## config.mk

```make
export PLATFORM = sky130hd
export DESIGN_NAME = seg7_scan_reader
export DESIGN_NICKNAME = d
export VERILOG_FILES = /design/src/rtl/seg7_scan_reader.sv
export SDC_FILE = /design/constraint.sdc
export NUM_CORES = 1
export LEC_CHECK = 0
export CAP_MARGIN = 20
export CORE_UTILIZATION = 43
export CTS_CLUSTER_DIAMETER = 40
export DETAILED_ROUTE_END_ITERATION = 7
export PLACE_DENSITY = 0.7
export SETUP_SLACK_MARGIN = 0.4
export SLEW_MARGIN = 25
export SYNTH_ARGS = -nofsm -noshare
export SYNTH_HDL_FRONTEND = slang
export SYNTH_SLANG_ARGS = --single-unit
```

## constraint.sdc

```tcl
create_clock -name clk -period 5 [get_ports clk]
set_input_delay 1.25 -clock clk [delete_from_list [all_inputs] [get_ports clk]]
set_output_delay 1.25 -clock clk [all_outputs]
set_load 0.1 [all_outputs]
```

## src/rtl/seg7_scan_reader.sv

```systemverilog
`default_nettype none
// ============================================================================
//  Module   : seg7_scan_reader
//  Purpose  : Recovers the four digits shown on a multiplexed, scanned
//             7-segment display. The {dig_en, seg} pair is sampled each
//             cycle. A digit is captured only after STABLE_CYCLES identical
//             samples, and is then decoded to BCD. Blank digits are stored
//             as 4'hF. Unrecognised patterns are stored as 4'hE and raise
//             err.
//  Ports    : clk         - clock, rising edge
//             rst_n       - asynchronous active-low reset
//             seg[6:0]    - segment bus, bit6=a .. bit0=g, active-high
//             dig_en[3:0] - digit enables, one-hot, bit0 = rightmost digit
//             err_clr     - synchronous clear of err_sticky
//             bcd_out     - captured digits, nibble i = digit i
//             digit_valid - bit i set when nibble i holds 0..9
//             frame_done  - pulse when all four digits have been captured
//             err         - pulse on capture of an unrecognised pattern
//             err_sticky  - latched err until err_clr
//  Revision : 1.0 - initial release
// ============================================================================
module seg7_scan_reader #(
    parameter int STABLE_CYCLES = 4
) (
    input  logic        clk,
    input  logic        rst_n,
    input  logic [6:0]  seg,
    input  logic [3:0]  dig_en,
    input  logic        err_clr,
    output logic [15:0] bcd_out,
    output logic [3:0]  digit_valid,
    output logic        frame_done,
    output logic        err,
    output logic        err_sticky
);

    localparam logic [7:0] c_stable = 8'(STABLE_CYCLES);
    localparam logic [7:0] c_stable_m1 = 8'(STABLE_CYCLES - 1);

    logic [10:0] r_sample;
    logic [7:0]  r_cnt;
    logic [3:0]  r_mask;
    logic [15:0] r_bcd;
    logic [3:0]  r_valid;
    logic        r_frame_done;
    logic        r_err;
    logic        r_err_sticky;

    logic [10:0] w_in;
    logic        w_same;
    logic [3:0]  w_den;
    logic        w_onehot;
    logic        w_capture;
    logic [3:0]  w_nibble;
    logic        w_is_dec;
    logic        w_is_err;
    logic [3:0]  w_mask_or;
    logic        w_frame;

    assign w_in   = {dig_en, seg};
    assign w_same = (w_in == r_sample);
    assign w_den  = r_sample[10:7];
    // A power of two has exactly one bit set, so x & (x-1) is zero.
    assign w_onehot = (w_den != 4'd0) && ((w_den & (w_den - 4'd1)) == 4'd0);

    // A capture happens only on the edge that takes the counter to
    // saturation. Once saturated, the counter stays there, so a held
    // pattern is captured only once.
    assign w_capture = w_same && (r_cnt == c_stable_m1) && w_onehot;

    always_comb begin
        w_nibble = 4'hE;
        w_is_dec = 1'b1;
        w_is_err = 1'b0;
        case (r_sample[6:0])
            7'b1111110: w_nibble = 4'd0;
            7'b0110000: w_nibble = 4'd1;
            7'b1101101: w_nibble = 4'd2;
            7'b1111001: w_nibble = 4'd3;
            7'b0110011: w_nibble = 4'd4;
            7'b1011011: w_nibble = 4'd5;
            7'b0011111: w_nibble = 4'd6;
            7'b1110000: w_nibble = 4'd7;
            7'b1111111: w_nibble = 4'd8;
            7'b1110011: w_nibble = 4'd9;
            7'b0000000: begin
                w_nibble = 4'hF;
                w_is_dec = 1'b0;
            end
            default: begin
                w_nibble = 4'hE;
                w_is_dec = 1'b0;
                w_is_err = 1'b1;
            end
        endcase
    end

    assign w_mask_or = r_mask | w_den;
    assign w_frame   = w_capture && (w_mask_or == 4'hF);

    // Sample register and stability counter
    always_ff @(posedge clk or negedge rst_n) begin
        if (!rst_n) begin
            r_sample <= 11'd0;
            r_cnt    <= 8'd0;
        end else begin
            r_sample <= w_in;
            if (!w_same) begin
                r_cnt <= 8'd1;
            end else if (r_cnt < c_stable) begin
                r_cnt <= r_cnt + 8'd1;
            end
        end
    end

    // Captured digits, frame tracking and error reporting
    always_ff @(posedge clk or negedge rst_n) begin
        if (!rst_n) begin
            r_mask       <= 4'd0;
            r_bcd        <= 16'hFFFF;
            r_valid      <= 4'd0;
            r_frame_done <= 1'b0;
            r_err        <= 1'b0;
            r_err_sticky <= 1'b0;
        end else begin
            r_frame_done <= w_frame;
            r_err        <= w_capture && w_is_err;
            if (w_capture) begin
                r_mask <= w_frame ? 4'd0 : w_mask_or;
                for (int i = 0; i < 4; i++) begin
                    if (w_den[i]) begin
                        r_bcd[i*4 +: 4] <= w_nibble;
                        r_valid[i]      <= w_is_dec;
                    end
                end
            end
            // A new error outranks a simultaneous clear.
            if (w_capture && w_is_err) begin
                r_err_sticky <= 1'b1;
            end else if (err_clr) begin
                r_err_sticky <= 1'b0;
            end
        end
    end

    assign bcd_out     = r_bcd;
    assign digit_valid = r_valid;
    assign frame_done  = r_frame_done;
    assign err         = r_err;
    assign err_sticky  = r_err_sticky;

endmodule
`default_nettype wire

```

==> flow_metrics.py, run 1 <==
metrics = {
    "timing": {
        "skew_ns": 0.00679,
        "tns_ns": 0,
        "finalSetupViolations": 0,
        "tightest_slew_ns": 0.978,
        "fin_crit_sh": 0.694,
        "fmax_mhz": 288,
        "slew_headroom": 0.346,
        "drv_slew": 0,
        "period_needed_ns": 3.47,
        "grt_setup_unrepaired": "false",
        "whs_ns": 0.470,
        "hold_violations": 0,
    },
    "clocking": {
        "cts_made_buffers": 5,
        "clock-sinks": 46,
        "htreeDepth": 2,
        "holdBufCountCts": 0,
        "cts.repair.resized": 0,
        "post_cts_buffers": 0,
        "cts_buffer_depth": 2,
        "root_buffer": "clkbuf_8",
        "cts_tree": "built",
        "path_clk_slew_ns": 0.08,
        "clock_latency_ns": 0.30,
    },
    "synthesis": {
        "syn_area_per_cell_um2": 12.2,
        "yosysWarnings": 0,
        "yosys.area.top_type": "dfrtp_1",
        "synth.distinct_cells": 49,
        "syn-num-nets": 194,
        "async_flop_share": 1.00,
        "ys_seq_area_frac": 0.537,
        "ys_seq_elements": 46,
        "synth_edf_count": 0,
        "synth_flop_cell": "dfrtp_1",
        "synth_area_leaders": "dfrtp_1, dfstp_2, mux2_2",
        "syn_inst": 179,
        "synth_top_area_frac": 0.344,
        "netlist_area_um2": 2180,
    },
    "routing": {
        "wl_per_cell_um": 14.5,
        "viasPerCell": 5.14,
        "drc_errors": 0,
        "vias": 1435,
        "drt_pass1_iterations": 4,
        "ant_nets": 0,
        "wl_mm": 4.03,
        "drtIter0Drc": 52,
    },
    "die": {
        "core_um2": 4790,
        "ios": 37,
        "die_y_um": 73.2,
        "die_w_um": 73.2,
        "initial_core_util": 0.455,
        "row_count": 25,
        "die_area_um2": 5360,
    },
    "worst_setup_path": {
        "path_max_fanout": 6,
        "cp-end-kind": "flop",
        "path_cells": "clkdlybuf4s50_1 > xor2_1 > nor4_1 > nand4_4 > nor4_4 > mux2_2",
        "slowest_delay_ns": 0.58,
        "worstPathRequired_ns": 5.18,
        "cp-startpoint": "dig_en[3]",
        "cpMaxStageDelayCell": "nor4_1",
        "critPathTopFamily": "simple AND/OR/NAND/NOR gates",
        "crit_type": "input pin to flop",
        "critPathArrivalTime_ns": 3.65,
        "startpoint_type": "input pin",
        "critPathBufInv": 1,
        "r2r-start": "r_sample[3]$_DFF_PN0_",
    },
    "global_route": {
        "antenna_found_initial": 0,
        "grt_pass1_wl_mm": 6.81,
        "groute.layer.met1.usage": 0.236,
        "grtUsageMet2": 0.264,
        "overflow": 0,
        "grt_max_degree": 47,
        "grt_usage": 0.172,
        "top_usage_layer": "met2",
        "grt_use_met3": 0.0414,
        "first_global_vias": 1357,
    },
    "final_layout": {
        "ff_latch_area_um2": 1170,
        "num-nets-final": 226,
        "fillers": 421,
        "drive_gt1_frac": 0.236,
        "multi_input_area_um2": 905,
        "antennaDiodeCount": 0,
        "area_growth_pct": 22.6,
    },
    "power": {
        "p_per_area_nw_per_um2": 264,
        "seqPwrFrac": 0.553,
        "ir_worst_vdd_uv": 170,
        "intPower_w": 0.000546,
        "p_leak_nw": 1.18,
        "switching_share": 0.225,
        "pwr-share-clk": 0.384,
        "p_comb_frac": 0.063,
        "p_sw_w": 0.000158,
    },
    "outcome": {
        "outcome": "completed",
    },
    "flow_run": {
        "cap_violations": 0,
    },
    "placement": {
        "hpwl_mm": 2.86,
        "place.gp.congestion": 0.882,
        "port_buffers": 36,
    },
    "worst_hold_path": {
        "hp-class": "flop to flop",
        "hp-start": "bcd_out[12]$_DFFE_PN1P_",
    },
}
## synthesized netlist by cell type, types with 2 or more instances
| cell type | n |
|---|---|
| nor4_4 | 2 |
| dfrtp_1 | 30 |
| dfstp_2 | 16 |
| nand4_1 | 3 |
| mux2i_1 | 9 |
| a2bb2oi_1 | 2 |
| nand3_1 | 2 |
| inv_1 | 12 |
| o21a_1 | 5 |
| or3_1 | 2 |
| mux2_2 | 12 |
| nor3_1 | 4 |
| and3_1 | 2 |
| o21ai_0 | 3 |
| and2_1 | 5 |
| a211oi_1 | 2 |
| nor4_1 | 3 |
| buf_2 | 2 |
| buf_6 | 2 |
| clkbuf_1 | 7 |
| xor2_1 | 15 |
| or3b_2 | 2 |
| nand2_1 | 6 |
| o22ai_1 | 3 |
| nor2_1 | 4 |
## worst register-to-register path, cell delays in order (launching register included)
cell and delay (ns):
dfrtp_1 0.51, xor2_1 0.21, nor4_1 0.59, nand4_4 0.25, nor4_4 0.56, mux2_2 0.40
## kinds of logic after synthesis
family | share of synthesized area
xor gates and xnor gates | 0.0643
muxes | 0.103
and+or+nand+nor | 0.170
AOI/OAI and AO/OA | 0.0718
buffers and inverters | 0.0476
adders and majority gates | 0.00574
DFF | 0.537
## power groups by stage
| stage | registers (W) | clock network [W] | logic, W |
|---|---|---|---|
| 2_1_floorplan | 0.000387 | 0 | 0.0000321 |
| 3_3_place_gp | 0.000396 | 0 | 0.0000442 |
| 3_5_place_dp | 0.000396 | 0 | 0.0000446 |
| 4_1_cts | 0.000389 | 0.000279 | 0.0000449 |
| 5_1_grt | 0.000391 | 0.000291 | 0.0000498 |
| 6_report | 0.000390 | 0.000270 | 0.0000442 |
## per-stage QoR
stage / cells / worst slack (ns) / area, um2 / total power (W) / util
finish: 279 / 1.53 / 2670 / 0.000704 / 0.558
global route: 279 / 1.40 / 2670 / 0.000731 / 0.558
CTS: 279 / 1.54 / 2670 / 0.000713 / 0.558
detailed placement: 271 / 1.22 / 2560 / 0.000441 / 0.535
global placement: 271 / 1.32 / 2560 / 0.000441 / 0.535
floorplan: 179 / 2.04 / 2180 / 0.000419 / -
## cells in the final DEF (no fill, tap or decap), types with 2 or more instances in the layout
cell type,n
mux2i_1,9
and3_1,2
nand3_1,2
nor4_1,3
dfstp_2,16
nand2_1,6
dfrtp_1,30
clkbuf_8,5
inv_1,12
mux2_2,12
clkdlybuf4s50_1,35
nor2_1,4
xor2_1,15
or3_1,2
nor3_1,4
nand4_1,3
o21a_1,5
nor4_4,2
o22ai_1,3
o21ai_0,3
a2bb2oi_1,2
clkinv_2,2
and2_1,5
or3b_2,2
a211oi_1,2
## final timing paths
path	slack [ns]	endpoint	cells after the start
worst min register to register	0.47	bcd_out[12]$_DFFE_PN1P_	2
worst max-delay path	1.53	digit_valid[3]$_DFFE_PN0P_	6
worst max register to register	2.36	digit_valid[3]$_DFFE_PN0P_	5
worst min-delay path	0.47	bcd_out[12]$_DFFE_PN1P_	2
min in group asynchronous	0.95	digit_valid[0]$_DFFE_PN0P_	1
max in group asynchronous	3.67	bcd_out[7]$_DFFE_PN1P_	1
## per-layer routing
layer  share of wire  up-vias
li1                -      682
met3           0.030        6
met2            0.47       23
met1            0.48      724
met4           0.015        0
met5               0        -
## sequential cells by signal (all words and copies together), names as in the netlist
name and count:
bcd_out 16, r_mask 4, err_sticky 1, digit_valid 4
frame_done 1, err 1, r_sample 11, r_cnt 8
## area by class of cell
class,count,area share
Multi-Input combinational cell,110,0.339
Clock buffer,5,0.0258
Clock inverter,3,0.0150
Sequential cell,46,0.438
Tap cell,67,0.0314
Inverter,12,0.0169
Timing Repair Buffer,36,0.134
Note: power is estimated with default switching activity, not from simulation.
==> run 2, diff against run 1 <==
clock period = 3.2 ns   (was 5 ns; I/O delays follow)
==> run 2 against run 1 <==
Die area is the same. Sequential cell count unchanged. Final cell count increased by 2.2%. Setup slack lost 0.89 ns. Utilization decreased by 0.42 points. Clock skew fell by 0.0017 ns. Sequential share of layout area is 0.33 points higher. Cell area shrank 0.75%. Global-route usage up 0.61 points. Hold slack improved by 0.0025 ns. Combinational power increased by 60%. Critical endpoint is now digit_valid[0]$_DFFE_PN0P_. Highest routed layer unchanged.
==> flow_metrics.py, run 2 (synthesized netlist as in run 1, its figures left out) <==
metrics = {
    "die": {
        "initial_core_util": 0.455,
        "die_y_um": 73.2,
        "row_count": 25,
        "die_area_um2": 5360,
        "core_um2": 4790,
        "die_w_um": 73.2,
        "ios": 37,
    },
    "power": {
        "intPower_w": 0.000826,
        "p_leak_nw": 1.24,
        "ir_worst_vdd_uv": 246,
        "p_per_area_nw_per_um2": 401,
        "p_total_w": 0.00106,
        "switching_share": 0.223,
        "p_sw_w": 0.000238,
        "p_comb_frac": 0.066,
        "pwr-share-clk": 0.361,
        "seqPwrFrac": 0.572,
    },
    "clocking": {
        "holdBufCountCts": 0,
        "post_cts_buffers": 0,
        "cts_buffer_depth": 2,
        "root_buffer": "clkbuf_8",
        "cts_made_buffers": 5,
        "cts.repair.resized": 0,
        "clock-sinks": 46,
        "path_clk_slew_ns": 0.08,
        "clock_latency_ns": 0.30,
        "htreeDepth": 2,
        "cts_tree": "built",
    },
    "final_layout": {
        "drive_gt1_frac": 0.353,
        "antennaDiodeCount": 0,
        "largest_reg_flops": 16,
        "area_growth_pct": 21.6,
        "fillers": 438,
        "num-nets-final": 232,
        "final_cell_mix": "dfrtp_1, buf_4, dfstp_2",
    },
    "worst_setup_path": {
        "path_max_fanout": 6,
        "cp-end-kind": "flop",
        "crit_type": "input pin to flop",
        "critPathArrivalTime_ns": 2.74,
        "worstPathRequired_ns": 3.38,
        "startpoint_type": "input pin",
        "r2r_slack_ns": 0.84,
    },
    "flow_run": {
        "cap_violations": 0,
    },
    "global_route": {
        "first_global_vias": 1395,
        "grt_max_degree": 47,
        "antenna_found_initial": 0,
        "grt_usage": 0.178,
        "grt_pass1_wl_mm": 7.08,
        "overflow": 0,
    },
    "timing": {
        "tightest_slew_ns": 0.567,
        "grt_setup_unrepaired": "false",
        "period_needed_ns": 2.56,
        "fin_crit_sh": 0.801,
        "fmax_mhz": 390,
        "skew_ns": 0.00510,
        "tns_ns": 0,
        "slew_headroom": 0.622,
        "drv_slew": 0,
        "hold_violations": 0,
        "finalSetupViolations": 0,
    },
    "routing": {
        "drt_pass1_iterations": 4,
        "viasPerCell": 5.10,
        "drtIter0Drc": 82,
        "wl_per_cell_um": 14.1,
        "ant_nets": 0,
        "drc_errors": 0,
        "vias": 1453,
        "wl_mm": 4.01,
    },
    "outcome": {
        "outcome": "completed",
    },
    "placement": {
        "place.gp.congestion": 0.869,
        "port_buffers": 36,
        "hpwl_mm": 2.87,
    },
    "worst_hold_path": {
        "hp-class": "flop to flop",
    },
}
[run 2: worst paths after layout]
kind	from	endpoint	cells past startpoint
setup / recovery	dig_en[3]	digit_valid[0]$_DFFE_PN0P_	7
hold / removal	bcd_out[3]$_DFFE_PN1P_	bcd_out[3]$_DFFE_PN1P_	2
setup reg to reg	r_cnt[5]$_DFFE_PN0P_	digit_valid[0]$_DFFE_PN0P_	5
hold reg to reg	bcd_out[3]$_DFFE_PN1P_	bcd_out[3]$_DFFE_PN1P_	2
max in group asynchronous	rst_n	r_sample[6]$_DFF_PN0_	1
min in group asynchronous	rst_n	digit_valid[0]$_DFFE_PN0P_	1
[run 2: power by group through the flow]
stage	Clock [W]	Combinational (W)	Sequential (W)
floorplan	0	0.0000502	0.000604
global placement	0	0.0000706	0.000620
detailed placement	0	0.0000711	0.000619
CTS	0.000399	0.0000717	0.000609
global route	0.000425	0.0000804	0.000611
finish	0.000385	0.0000706	0.000609
[run 2: stage by stage]
step / std cells / util / setup WS (ns) / cell area [um2] / hold slack [ns]
2_1_floorplan: 179 / - / 0.685 / 2180 / 0.455
3_3_place_gp: 277 / 0.532 / 0.265 / 2550 / 0.459
3_5_place_dp: 277 / 0.532 / 0.261 / 2550 / 0.456
4_1_cts: 285 / 0.553 / 0.563 / 2650 / 0.476
5_1_grt: 285 / 0.554 / 0.459 / 2650 / 0.490
6_report: 285 / 0.554 / 0.637 / 2650 / 0.472
[run 2: worst max-delay path, stage by stage]
cell,delay (ns)
clkdlybuf4s50_1,0.45
xor2_1,0.18
nor4_1,0.26
buf_4,0.17
nand4_4,0.14
or2_1,0.41
mux2_2,0.32
[run 2: area by class of cell]
class | count | area [um2] | share of cell area
well taps | 67 | 83.8 | 0.0316
flip-flops and latches | 46 | 1170 | 0.442
clock buffers | 8 | 101 | 0.0382
inverters | 12 | 45.0 | 0.0170
multi-input cells | 110 | 905 | 0.341
repair buffers | 42 | 345 | 0.130
[run 2: layer usage]
layer,vias to the layer above,GRT usage,share of wire
met5,-,0,0
met4,0,0.0675,0.019
met3,7,0.0442,0.034
met2,29,0.264,0.49
met1,723,0.252,0.46
li1,694,-,-
==> run 3, diff against run 2 <==
PLACE_DENSITY = 0.72   (was 0.7)
clock period = 2.25 ns   (was 3.2 ns; I/O delays follow)
==> run 3 against run 2 <==
The flow now finishes with violations (negative setup slack). Global-route usage increased by 0.77 points. Hold slack got worse by 0.24 ns. Wire length increased by 13%. Clock-buffer cell count fell by 2. Critical path type is now flop to flop. Clock skew grew 0.0089 ns. Utilization is 8.9 points higher. Largest power group unchanged. Combinational power rose by 100%.
==> flow_metrics.py, run 3 (synthesized netlist as in run 1, its figures left out) <==
metrics = {
    "outcome": {
        "outcome": "complete, but fails checks",
        "violations": "negative setup slack",
    },
    "placement": {
        "place_area_um2": 2780,
        "place.gp.congestion": 0.825,
        "port_buffers": 36,
        "hpwl_mm": 3.24,
        "place_inst": 294,
    },
    "global_route": {
        "grt_usage": 0.186,
        "first_global_vias": 1576,
        "grt_pass1_wl_mm": 7.49,
        "grt_max_degree": 24,
        "overflow": 0,
        "antenna_found_initial": 0,
    },
    "power": {
        "p_per_area_nw_per_um2": 493,
        "p_leak_nw": 1.44,
        "ir_worst_vdd_uv": 312,
    },
    "routing": {
        "wl_mm": 4.55,
        "viasPerCell": 4.91,
        "vias": 1536,
        "ant_nets": 0,
        "drc_errors": 0,
        "drtIter0Drc": 92,
        "wl_per_cell_um": 14.5,
        "drt_pass1_iterations": 4,
    },
    "final_layout": {
        "final_common_cell": "buf_4",
        "multi_input_area_um2": 1020,
        "antennaDiodeCount": 0,
        "final_cells": 313,
        "drive_gt1_frac": 0.480,
        "largest_reg_flops": 16,
        "design_area_um2": 3080,
        "ff_latch_area_um2": 1170,
        "final_cell_mix": "buf_4, dfrtp_1, dfstp_2",
        "area_growth_pct": 41.2,
        "num-nets-final": 260,
        "fillers": 360,
    },
    "clocking": {
        "cts_tree": "built",
        "holdBufCountCts": 0,
        "cts_made_buffers": 5,
        "clock_latency_ns": 0.30,
        "cts_buffer_depth": 2,
        "clock-sinks": 46,
        "htreeDepth": 2,
        "path_clk_slew_ns": 0.09,
        "root_buffer": "clkbuf_8",
    },
    "worst_setup_path": {
        "cp-end-kind": "flop",
        "path_max_fanout": 6,
        "r2r_cells": 6,
        "startpoint_type": "flop",
        "worstPathRequired_ns": 2.44,
        "critPathArrivalTime_ns": 2.50,
        "crit_type": "flop to flop",
    },
    "die": {
        "die_y_um": 73.2,
        "row_count": 25,
        "core_um2": 4790,
        "initial_core_util": 0.455,
        "die_area_um2": 5360,
        "die_w_um": 73.2,
        "ios": 37,
    },
    "timing": {
        "period_needed_ns": 2.32,
        "tightest_slew_ns": 0.537,
        "worst_slack_ns": -0.0672,
        "fmax_mhz": 432,
        "skew_ns": 0.0140,
        "drv_slew": 0,
        "fin_crit_sh": 1.03,
        "slew_headroom": 0.639,
        "grt_setup_unrepaired": "true",
        "finalSetupViolations": 9,
        "hold_violations": 0,
    },
    "worst_hold_path": {
        "hp-class": "input pin to asynchronous set/reset pin",
    },
    "flow_run": {
        "cap_violations": 0,
    },
}
[run 3: worst paths after layout]
check,startpoint,to,slack (ns)
worst min-delay path,rst_n,digit_valid[1]$_DFFE_PN0P_,0.24
worst max register to register,r_cnt[5]$_DFFE_PN0P_,digit_valid[0]$_DFFE_PN0P_,-0.07
max in group asynchronous,rst_n,bcd_out[6]$_DFFE_PN1P_,1.37
min in group clk,seg[3],r_sample[3]$_DFF_PN0_,0.42
worst min register to register,bcd_out[8]$_DFFE_PN1P_,bcd_out[8]$_DFFE_PN1P_,0.47
worst max-delay path,r_cnt[5]$_DFFE_PN0P_,digit_valid[0]$_DFFE_PN0P_,-0.07
[run 3: cell type report]
| cell class | count | area share |
|---|---|---|
| multi-input combinational | 110 | 0.332 |
| clock inverter | 2 | 0.00407 |
| timing repair buffer | 70 | 0.214 |
| inverter | 12 | 0.0146 |
| tap | 67 | 0.0272 |
| clock buffer | 6 | 0.0268 |
| sequential | 46 | 0.381 |
[run 3: metrics by stage]
stage / power, W / hold WS [ns] / utilization / setup WS [ns] / TNS [ns]
detailed placement: 0.00101 / 0.460 / 0.580 / -0.347 / -6.09
global route: 0.00158 / 0.276 / 0.643 / -0.140 / -1.55
global placement: 0.00100 / 0.456 / 0.580 / -0.313 / -5.75
floorplan: 0.000935 / 0.267 / - / 0.0180 / 0
finish: 0.00152 / 0.236 / 0.643 / -0.0672 / -0.234
CTS: 0.00152 / 0.253 / 0.632 / 0.00606 / 0
[run 3: worst max-delay path, stage by stage, from the launching register on]
cell and delay [ns]:
dfrtp_1 0.38, or4_4 0.55, nor4b_4 0.32, nand4_4 0.17
buf_4 0.20, or2_4 0.30, mux2_4 0.30
[run 3: metal layers]
layer	wire [um]	share of wire	vias up	track usage
li1	-	-	753	-
met1	2120	0.47	744	0.261
met2	2230	0.49	33	0.292
met3	130	0.029	6	0.0359
met4	62	0.014	0	0.0545
met5	0	0	-	0
[run 3: timing repair]
action                     4_1_cts  5_1_grt
pin swaps                        7        6
resized for setup               30        6
setup endpoints to repair       34       34
setup buffers                    7        4
[run 3: report_power, final]
group	total, W	switching (W)	internal, W
registers	0.000851	0.0000129	0.000838
clock network	0.000522	0.000274	0.000247
logic	0.000143	0.0000774	0.0000657
